## src/rtl/reg_bank_pkg.sv

```systemverilog
// Shared state type and width constants for the register-bank request/response front end.
package reg_bank_pkg;

    localparam int unsigned DATA_W_DEF = 16;
    localparam int unsigned STROBE_W   = 1;
    localparam int unsigned WR_COUNT_W = 8;

    typedef enum logic [1:0] {
        StIdle,
        StAccess,
        StResp
    } state_e;

endpackage

```

## src/rtl/reg_addr_decoder.sv

```systemverilog
// Combinational register-index decoder: one-hot select plus an in-range flag.
module reg_addr_decoder
    import reg_bank_pkg::*;
#(
    parameter int unsigned NUM_REGS = 8,
    parameter int unsigned ADDR_W   = 3
) (
    input  logic [ADDR_W-1:0]   addr,
    output logic [NUM_REGS-1:0] onehot,
    output logic                in_range
);

    localparam logic [ADDR_W:0] NumRegsW = (ADDR_W + 1)'(NUM_REGS);

    always_comb begin
        onehot = '0;
        for (int unsigned i = 0; i < NUM_REGS; i++) begin
            onehot[i] = (addr == ADDR_W'(i));
        end
        in_range = ({1'b0, addr} < NumRegsW);
    end

endmodule

```

## src/rtl/reg_bank_ctrl.sv

```systemverilog
// Request/response front end driving a bank of register cells with registered, glitch-free strobes.
// Optional REG_BANK_CTRL_ERR_EN adds resp_err (out-of-range flag) and an 8-bit write counter.
module reg_bank_ctrl
    import reg_bank_pkg::*;
#(
    parameter int unsigned NUM_REGS = 8,
    parameter int unsigned DATA_W   = DATA_W_DEF,
    parameter int unsigned ADDR_W   = 3
) (
    input  logic                       clk,
    input  logic                       rst,
    input  logic                       req_valid,
    output logic                       req_ready,
    input  logic                       req_we,
    input  logic [ADDR_W-1:0]          req_addr,
    input  logic [DATA_W-1:0]          req_wdata,
    output logic                       resp_valid,
    input  logic                       resp_ready,
    output logic [DATA_W-1:0]          resp_rdata,
`ifdef REG_BANK_CTRL_ERR_EN
    output logic                       resp_err,
    output logic [WR_COUNT_W-1:0]      wr_count,
`endif
    output logic [NUM_REGS-1:0]        reg_cs,
    output logic [STROBE_W-1:0]        reg_w,
    output logic [STROBE_W-1:0]        reg_r,
    output logic [DATA_W-1:0]          reg_din,
    input  logic [NUM_REGS*DATA_W-1:0] reg_dout
);

    state_e              state_q, state_d;
    logic [NUM_REGS-1:0] reg_cs_q, reg_cs_d;
    logic [STROBE_W-1:0] reg_w_q, reg_w_d;
    logic [STROBE_W-1:0] reg_r_q, reg_r_d;
    logic [DATA_W-1:0]   reg_din_q, reg_din_d;
    logic                resp_valid_q, resp_valid_d;
    logic [DATA_W-1:0]   resp_rdata_q, resp_rdata_d;
    logic [NUM_REGS-1:0] dec_onehot;
    logic                dec_in_range;
    logic [DATA_W-1:0]   rd_slice;
`ifdef REG_BANK_CTRL_ERR_EN
    logic                  in_range_q, in_range_d;
    logic                  resp_err_q, resp_err_d;
    logic [WR_COUNT_W-1:0] wr_count_q, wr_count_d;
`endif

    reg_addr_decoder #(
        .NUM_REGS (NUM_REGS),
        .ADDR_W   (ADDR_W)
    ) u_dec (
        .addr     (req_addr),
        .onehot   (dec_onehot),
        .in_range (dec_in_range)
    );

    // Select by the registered chip-select so unselected (undefined) slices never reach the mux.
    always_comb begin
        rd_slice = '0;
        for (int unsigned i = 0; i < NUM_REGS; i++) begin
            if (reg_cs_q[i]) begin
                rd_slice = reg_dout[i*DATA_W +: DATA_W];
            end
        end
    end

    always_comb begin
        state_d      = state_q;
        reg_cs_d     = reg_cs_q;
        reg_w_d      = reg_w_q;
        reg_r_d      = reg_r_q;
        reg_din_d    = reg_din_q;
        resp_valid_d = resp_valid_q;
        resp_rdata_d = resp_rdata_q;
`ifdef REG_BANK_CTRL_ERR_EN
        in_range_d   = in_range_q;
        resp_err_d   = resp_err_q;
        wr_count_d   = wr_count_q;
`endif
        unique case (state_q)
            StIdle: begin
                if (req_valid) begin
                    reg_cs_d  = dec_onehot & {NUM_REGS{dec_in_range}};
                    reg_w_d   = {STROBE_W{req_we & dec_in_range}};
                    reg_r_d   = {STROBE_W{~req_we & dec_in_range}};
                    reg_din_d = req_wdata;
`ifdef REG_BANK_CTRL_ERR_EN
                    in_range_d = dec_in_range;
`endif
                    state_d   = StAccess;
                end
            end
            StAccess: begin
                resp_rdata_d = (|reg_r_q) ? rd_slice : '0;
`ifdef REG_BANK_CTRL_ERR_EN
                resp_err_d   = ~in_range_q;
                if (|reg_w_q) begin
                    wr_count_d = wr_count_q + WR_COUNT_W'(1);
                end
`endif
                reg_cs_d     = '0;
                reg_w_d      = '0;
                reg_r_d      = '0;
                reg_din_d    = '0;
                resp_valid_d = 1'b1;
                state_d      = StResp;
            end
            StResp: begin
                if (resp_ready) begin
                    resp_valid_d = 1'b0;
                    resp_rdata_d = '0;
`ifdef REG_BANK_CTRL_ERR_EN
                    resp_err_d   = 1'b0;
`endif
                    state_d      = StIdle;
                end
            end
            default: state_d = StIdle;
        endcase
    end

    always_ff @(posedge clk or posedge rst) begin
        if (rst) begin
            state_q      <= StIdle;
            reg_cs_q     <= '0;
            reg_w_q      <= '0;
            reg_r_q      <= '0;
            reg_din_q    <= '0;
            resp_valid_q <= 1'b0;
            resp_rdata_q <= '0;
`ifdef REG_BANK_CTRL_ERR_EN
            in_range_q   <= 1'b0;
            resp_err_q   <= 1'b0;
            wr_count_q   <= '0;
`endif
        end else begin
            state_q      <= state_d;
            reg_cs_q     <= reg_cs_d;
            reg_w_q      <= reg_w_d;
            reg_r_q      <= reg_r_d;
            reg_din_q    <= reg_din_d;
            resp_valid_q <= resp_valid_d;
            resp_rdata_q <= resp_rdata_d;
`ifdef REG_BANK_CTRL_ERR_EN
            in_range_q   <= in_range_d;
            resp_err_q   <= resp_err_d;
            wr_count_q   <= wr_count_d;
`endif
        end
    end

    assign req_ready  = (state_q == StIdle);
    assign reg_cs     = reg_cs_q;
    assign reg_w      = reg_w_q;
    assign reg_r      = reg_r_q;
    assign reg_din    = reg_din_q;
    assign resp_valid = resp_valid_q;
    assign resp_rdata = resp_rdata_q;
`ifdef REG_BANK_CTRL_ERR_EN
    assign resp_err   = resp_err_q;
    assign wr_count   = wr_count_q;
`endif

endmodule

```

## config.mk

```make
export PLATFORM = sky130hd
export DESIGN_NAME = reg_bank_ctrl
export DESIGN_NICKNAME = d
export VERILOG_FILES = /design/src/rtl/reg_bank_pkg.sv /design/src/rtl/reg_addr_decoder.sv /design/src/rtl/reg_bank_ctrl.sv
export SDC_FILE = /design/constraint.sdc
export NUM_CORES = 1
export LEC_CHECK = 0
export CAP_MARGIN = 30
export CORE_MARGIN = 10
export CORE_UTILIZATION = 35
export DETAILED_ROUTE_END_ITERATION = 8
export PLACE_DENSITY = 0.84
export SETUP_SLACK_MARGIN = 0.4
export SYNTH_ARGS = -nofsm -noshare
export SYNTH_HDL_FRONTEND = slang
export SYNTH_SLANG_ARGS = --single-unit
```

## constraint.sdc

```tcl
create_clock -name clk -period 1.7 [get_ports clk]
set_input_delay 0.17 -clock clk [delete_from_list [all_inputs] [get_ports clk]]
set_output_delay 0.17 -clock clk [all_outputs]
set_load 0.005 [all_outputs]
```

**Word-level counts from Yosys, hierarchy flattened**

Index checks and enable logic that the tools add are counted.

- Word-level logic and storage cells: 50
- Latch bits: 0
- Register bits after elaboration: 45
- Bits of input ports: 152
- RAM bits: 0
- Output and inout port bits: 44
- Memories: 0
- Bits in read-only memories: 0

- Add/sub/neg operators: 0
- Bitwise gates (word level): 1
- Multipliers: 0
- Div/mod/pow operators: 0
- Eq/ne operators: 11
- Shifts and indexed selects: 0
- Magnitude comparators: 0
- Reductions and logical operators: 7
- Mux-type cells: 24

Operator list:

| cell | count |
|---|---|
| $mux W16 | 11 |
| $pmux W16 S2 | 2 |
| $pmux W8 S2 | 1 |
| $eq A3 B3 Y1 const B | 4 |
| $mux W8 | 1 |
| $eq A3 B2 Y1 const B | 2 |
| $pmux W1 S2 | 3 |
| $pmux W2 S3 | 1 |
| $reduce_and A2 Y1 | 3 |
| $mux W2 | 2 |
| $ne A2 B2 Y1 const B | 2 |
| $reduce_bool A2 Y1 | 2 |
| $eq A3 B1 Y1 const B | 1 |
| $logic_not A3 Y1 | 1 |
| $mux W1 | 3 |
| $eq A2 B1 Y1 const B | 1 |
| $eq A2 B2 Y1 const B | 1 |
| $logic_not A2 Y1 | 1 |
| $not A1 Y1 | 1 |

**Logic depth before layout (Yosys ltp)**

- Depth after elaboration: 10
- Mapped depth: 7
- Depth with buffers taken out: 5

**Cells and area by module**

Synthesis repeated with hierarchy kept, for this count alone.

- Cells, all modules: 261
- Area total of the unflattened synthesis: 2885.3 um^2

By module, submodules not included:

| module | seq. area each (um^2) | instances | area each (um^2) | cells an instance |
|---|---|---|---|---|
| reg_bank_ctrl | 1126.1 | 1 | 2808.9 | 251 |
| reg_addr_decoder | 0.0 | 1 | 76.3 | 10 |

**Least setup slack after synthesis**

OpenSTA, ideal clock, no wires.

- Path kind: register to register
- Start point: register reg_cs_q[2], in the netlist reg_cs[2]
- End point: register resp_rdata_q[2], in the netlist resp_rdata[2]
- Setup time: 0.133 ns
- Arrival time: 1.284 ns
- Slack: 0.282 ns
- Path buffers: 2
- Clock period less this slack: 1.418 ns
- Cell stages (with the launch flop): 7
- Cells stage by stage: dfrtp_1 -> or2_1 -> buf_2 -> buf_6 -> a221oi_2 -> o31a_1 -> o221ai_2

- Cells in the longest elaborated chain, start to end: 8

RTL lines:

| what | RTL line | text |
|---|---|---|
| start: declaration | reg_bank_ctrl.sv:32 | `logic [NUM_REGS-1:0] reg_cs_q, reg_cs_d;` |
| start signal: assignment | reg_bank_ctrl.sv:137 | `reg_cs_q <= reg_cs_d;` |
| $mux W16 (6 in series) | reg_bank_ctrl.sv:60 | `if (reg_cs_q[i]) begin` |
| $mux W16 | reg_bank_ctrl.sv:93 | `resp_rdata_d = (\|reg_r_q) ? rd_slice : '0;` |
| $pmux W16 S2 | reg_bank_ctrl.sv:79 | `unique case (state_q)` |
| end signal: assignment | reg_bank_ctrl.sv:142 | `resp_rdata_q <= resp_rdata_d;` |
| end: declaration | reg_bank_ctrl.sv:37 | `logic [DATA_W-1:0] resp_rdata_q, resp_rdata_d;` |

No other way between the ends.
A chain may end at the register's enable or synchronous reset.

**Worst setup path in the final report**

- Start point: register reg_cs_q[1], in the netlist reg_cs[1]
- End point: register resp_rdata_q[11], in the netlist resp_rdata[11]

- Cells in the longest elaborated chain, start to end: 9

RTL lines:

| what | RTL line |
|---|---|
| $mux W16 (7 in series) | reg_bank_ctrl.sv:60 |
| $mux W16 | reg_bank_ctrl.sv:93 |
| $pmux W16 S2 | reg_bank_ctrl.sv:79 |

No other way between the ends.

==> results.json <==
{
  "relSlewSlack_pct": 64.62,
  "clk-insertion-delay-late_ns": 0.30,
  "syn_to_final_growth_pct": 90.33,
  "core_um2": 7727,
  "ir_drop_v": 0.0007453,
  "avgRoutedWirePerCell_um": 22.26,
  "maxCapViolCount": 0,
  "dieArea_um2": 11860,
  "initial_core_util_pct": 35.82,
  "grt_pass1_vias": 3464,
  "overflow": 0,
  "synth_top_area_cell": "dfrtp_1",
  "vias": 3218,
  "gr-usage-met2_pct": 34.15,
  "leakage_nw": 2.207,
  "min_path_type": "in -> async",
  "grt_antenna_before_repair": 0,
  "nFillCells": 597,
  "pin_count": 196,
  "setup_viol": 0,
  "finClkSkew_ns": 0.009066,
  "clkSinkCount": 45,
  "grt_setup_unrepaired": "yes",
  "synthCells": 257,
  "ys_ff_latch": 45,
  "critPathKind": "reg -> reg",
  "finalMaxSlewViolations": 0,
  "via_per_inst": 5.606,
  "required_ns": 1.91,
  "use_met1_pct": 23.34,
  "gp_congestion": 0.8932,
  "placed_cells": 543,
  "busiest_layer": "met2",
  "drt_iter0_markers": 130,
  "fp-row-count": 32,
  "synth_area_per_cell_um2": 10.77,
  "clk_pin_slew_ns": 0.09,
  "multi_input_area_um2": 1526,
  "synth_top_area_share_pct": 40.69,
  "synthDistinctLibCells": 33,
  "synthesis.nets": 409,
  "synth-seq-area-share_pct": 40.69,
  "cts_inserted_buffers": 5,
  "regArea_um2": 1130,
  "drt_pass1_iterations": 4,
  "drc": 0,
  "endpoint_kind": "register",
  "drive_above_1_share_pct": 19.28,
  "met3_usage_pct": 7.080,
  "syn_area_um2": 2768,
  "cts_tree": "built",
  "crit_path_start_kind": "register",
  "grt_pass1_wl_um": 18850,
  "yosysWarnings": 0,
  "antenna_cells": 0,
  "worstMarginPinSlew_ns": 0.5302,
  "grt_use_total_pct": 19.99,
  "hpwl_um": 9873,
  "die_height_um": 108.9,
  "status": "completed",
  "fin_crit_ns": 1.549,
  "fp.dieW_um": 108.9,
  "final_cells": 574,
  "antenna_left": 0,
  "hold_violations": 0,
  "io_buffer_count": 195,
  "synth_area_leaders": "dfrtp_1 (41%), o221ai_1 (7.0%), a22o_1 (6.3%)",
  "final_common_cell": "clkdlybuf4s50_1",
  "htreeDepth": 2,
  "critPathArrivalTime_ns": 1.76,
  "fin_nets": 623,
  "wirelength_um": 12780,
  "critPathMaxFanout": 8,
  "fin_crit_sh_pct": 91.14,
  "power-per-cell-area_nw_per_um2": 1116,
  "tns_ns": 0,
  "grt_max_degree": 46,
  "clock.fmax_mhz": 645.4,
  "cts_root_buf": "clkbuf_8",
  "layout_common_cells": "clkdlybuf4s50_1 (152), dfrtp_1 (42), dlygate4sd2_1 (38)",
  "clockBufferDepth": 2
}
## report_power, final
part | total (mW) | switching [mW] | leakage [nW] | internal (mW)
clock network | 0.649 | 0.365 | 0.0439 | 0.284
registers | 1.71 | 0.243 | 0.594 | 1.47
logic | 3.52 | 1.57 | 1.57 | 1.95
total | 5.88 | 2.18 | 2.21 | 3.70
## per-layer routing
metal	wire, µm	part of all wire (%)	vias up
met5	0	0	-
met4	223	1.7	0
met3	1227	9.6	17
met2	6377	50	148
met1	4950	39	1562
li1	-	-	1491
## cell usage after synthesis
library cell,number
a21oi_1,18
clkbuf_1,5
nand4_1,1
nor2b_2,1
buf_2,15
nand2b_1,3
clkbuf_8,1
a22oi_1,15
a22o_1,20
a221oi_2,10
buf_6,4
nand3b_4,1
o21a_1,1
o21bai_2,1
nor2b_4,1
nor2_4,1
inv_2,1
o31a_1,16
dfrtp_1,45
nor2_1,4
or2_1,1
o21ai_0,3
a32o_1,4
o22ai_1,16
nor2b_1,2
a221oi_1,6
inv_1,5
nand2_1,20
o221ai_1,22
and3_1,1
buf_12,1
buf_4,2
o221ai_2,10
## worst max-delay path, cell delays in order, from the launching register on
cell and delay (ns):
dfrtp_2 0.45, buf_6 0.14, nor2b_4 0.17, buf_12 0.15, a221oi_2 0.05, o31a_1 0.31
o221ai_2 0.19
## state kept, by name, indices dropped and copies added (netlist names)
name and count:
reg_cs 8, resp_valid 1, reg_din 16, reg_r 1, resp_rdata 16, reg_w 1
state_q 2
## layout make-up
| cell class | instances | share of cell area (%) |
|---|---|---|
| Sequential cell | 45 | 21.45 |
| Clock inverter | 3 | 0.3325 |
| Clock buffer | 5 | 1.306 |
| Inverter | 6 | 0.5226 |
| Timing Repair Buffer | 234 | 44.99 |
| Tap cell | 102 | 2.423 |
| Multi-Input combinational cell | 179 | 28.98 |
## worst paths after layout
kind / startpoint / endpoint / slack (ns) / cells past startpoint
max: reg_cs[1] / resp_rdata[11] / 0.15 / 6
min: rst / resp_rdata[3] / 0.22 / 3
max reg2reg: reg_cs[1] / resp_rdata[11] / 0.15 / 6
min reg2reg: resp_rdata[1] / resp_rdata[1] / 0.49 / 2
max in group asynchronous: rst / reg_cs[7] / 1.24 / 3
min in group clk: req_wdata[7] / reg_din[7] / 0.46 / 2
## metrics by stage
step                      util, %  instance area [µm²]  setup WS (ns)  hold slack [ns]  power (mW)
final                       68.17                 5268         0.1506           0.2204       5.880
after global routing        68.17                 5268        0.09829           0.2454       6.258
after CTS                   65.59                 5069         0.1475           0.2315       5.581
after detailed placement    62.60                 4837       -0.06461           0.4788       4.892
after global placement      62.60                 4837        0.03290           0.4673       4.827
after floorplan                 -                 2768         0.2823           0.2777       3.280
## timing repair
action                     in CTS  in global routing
hold buffers                    0                  0
setup endpoints to repair      86                 49
buffers inserted               15                  5
pin swaps                       1                  6
cloned                          1                  2
resized for setup              61                 21
## logic make-up after synthesis
family,count (synthesis),share of synthesized area (%)
simple gates,36,7.007
buf+inv,34,7.595
compound gates,142,44.71
flops,45,40.69
(Power assumes the default switching activity.)
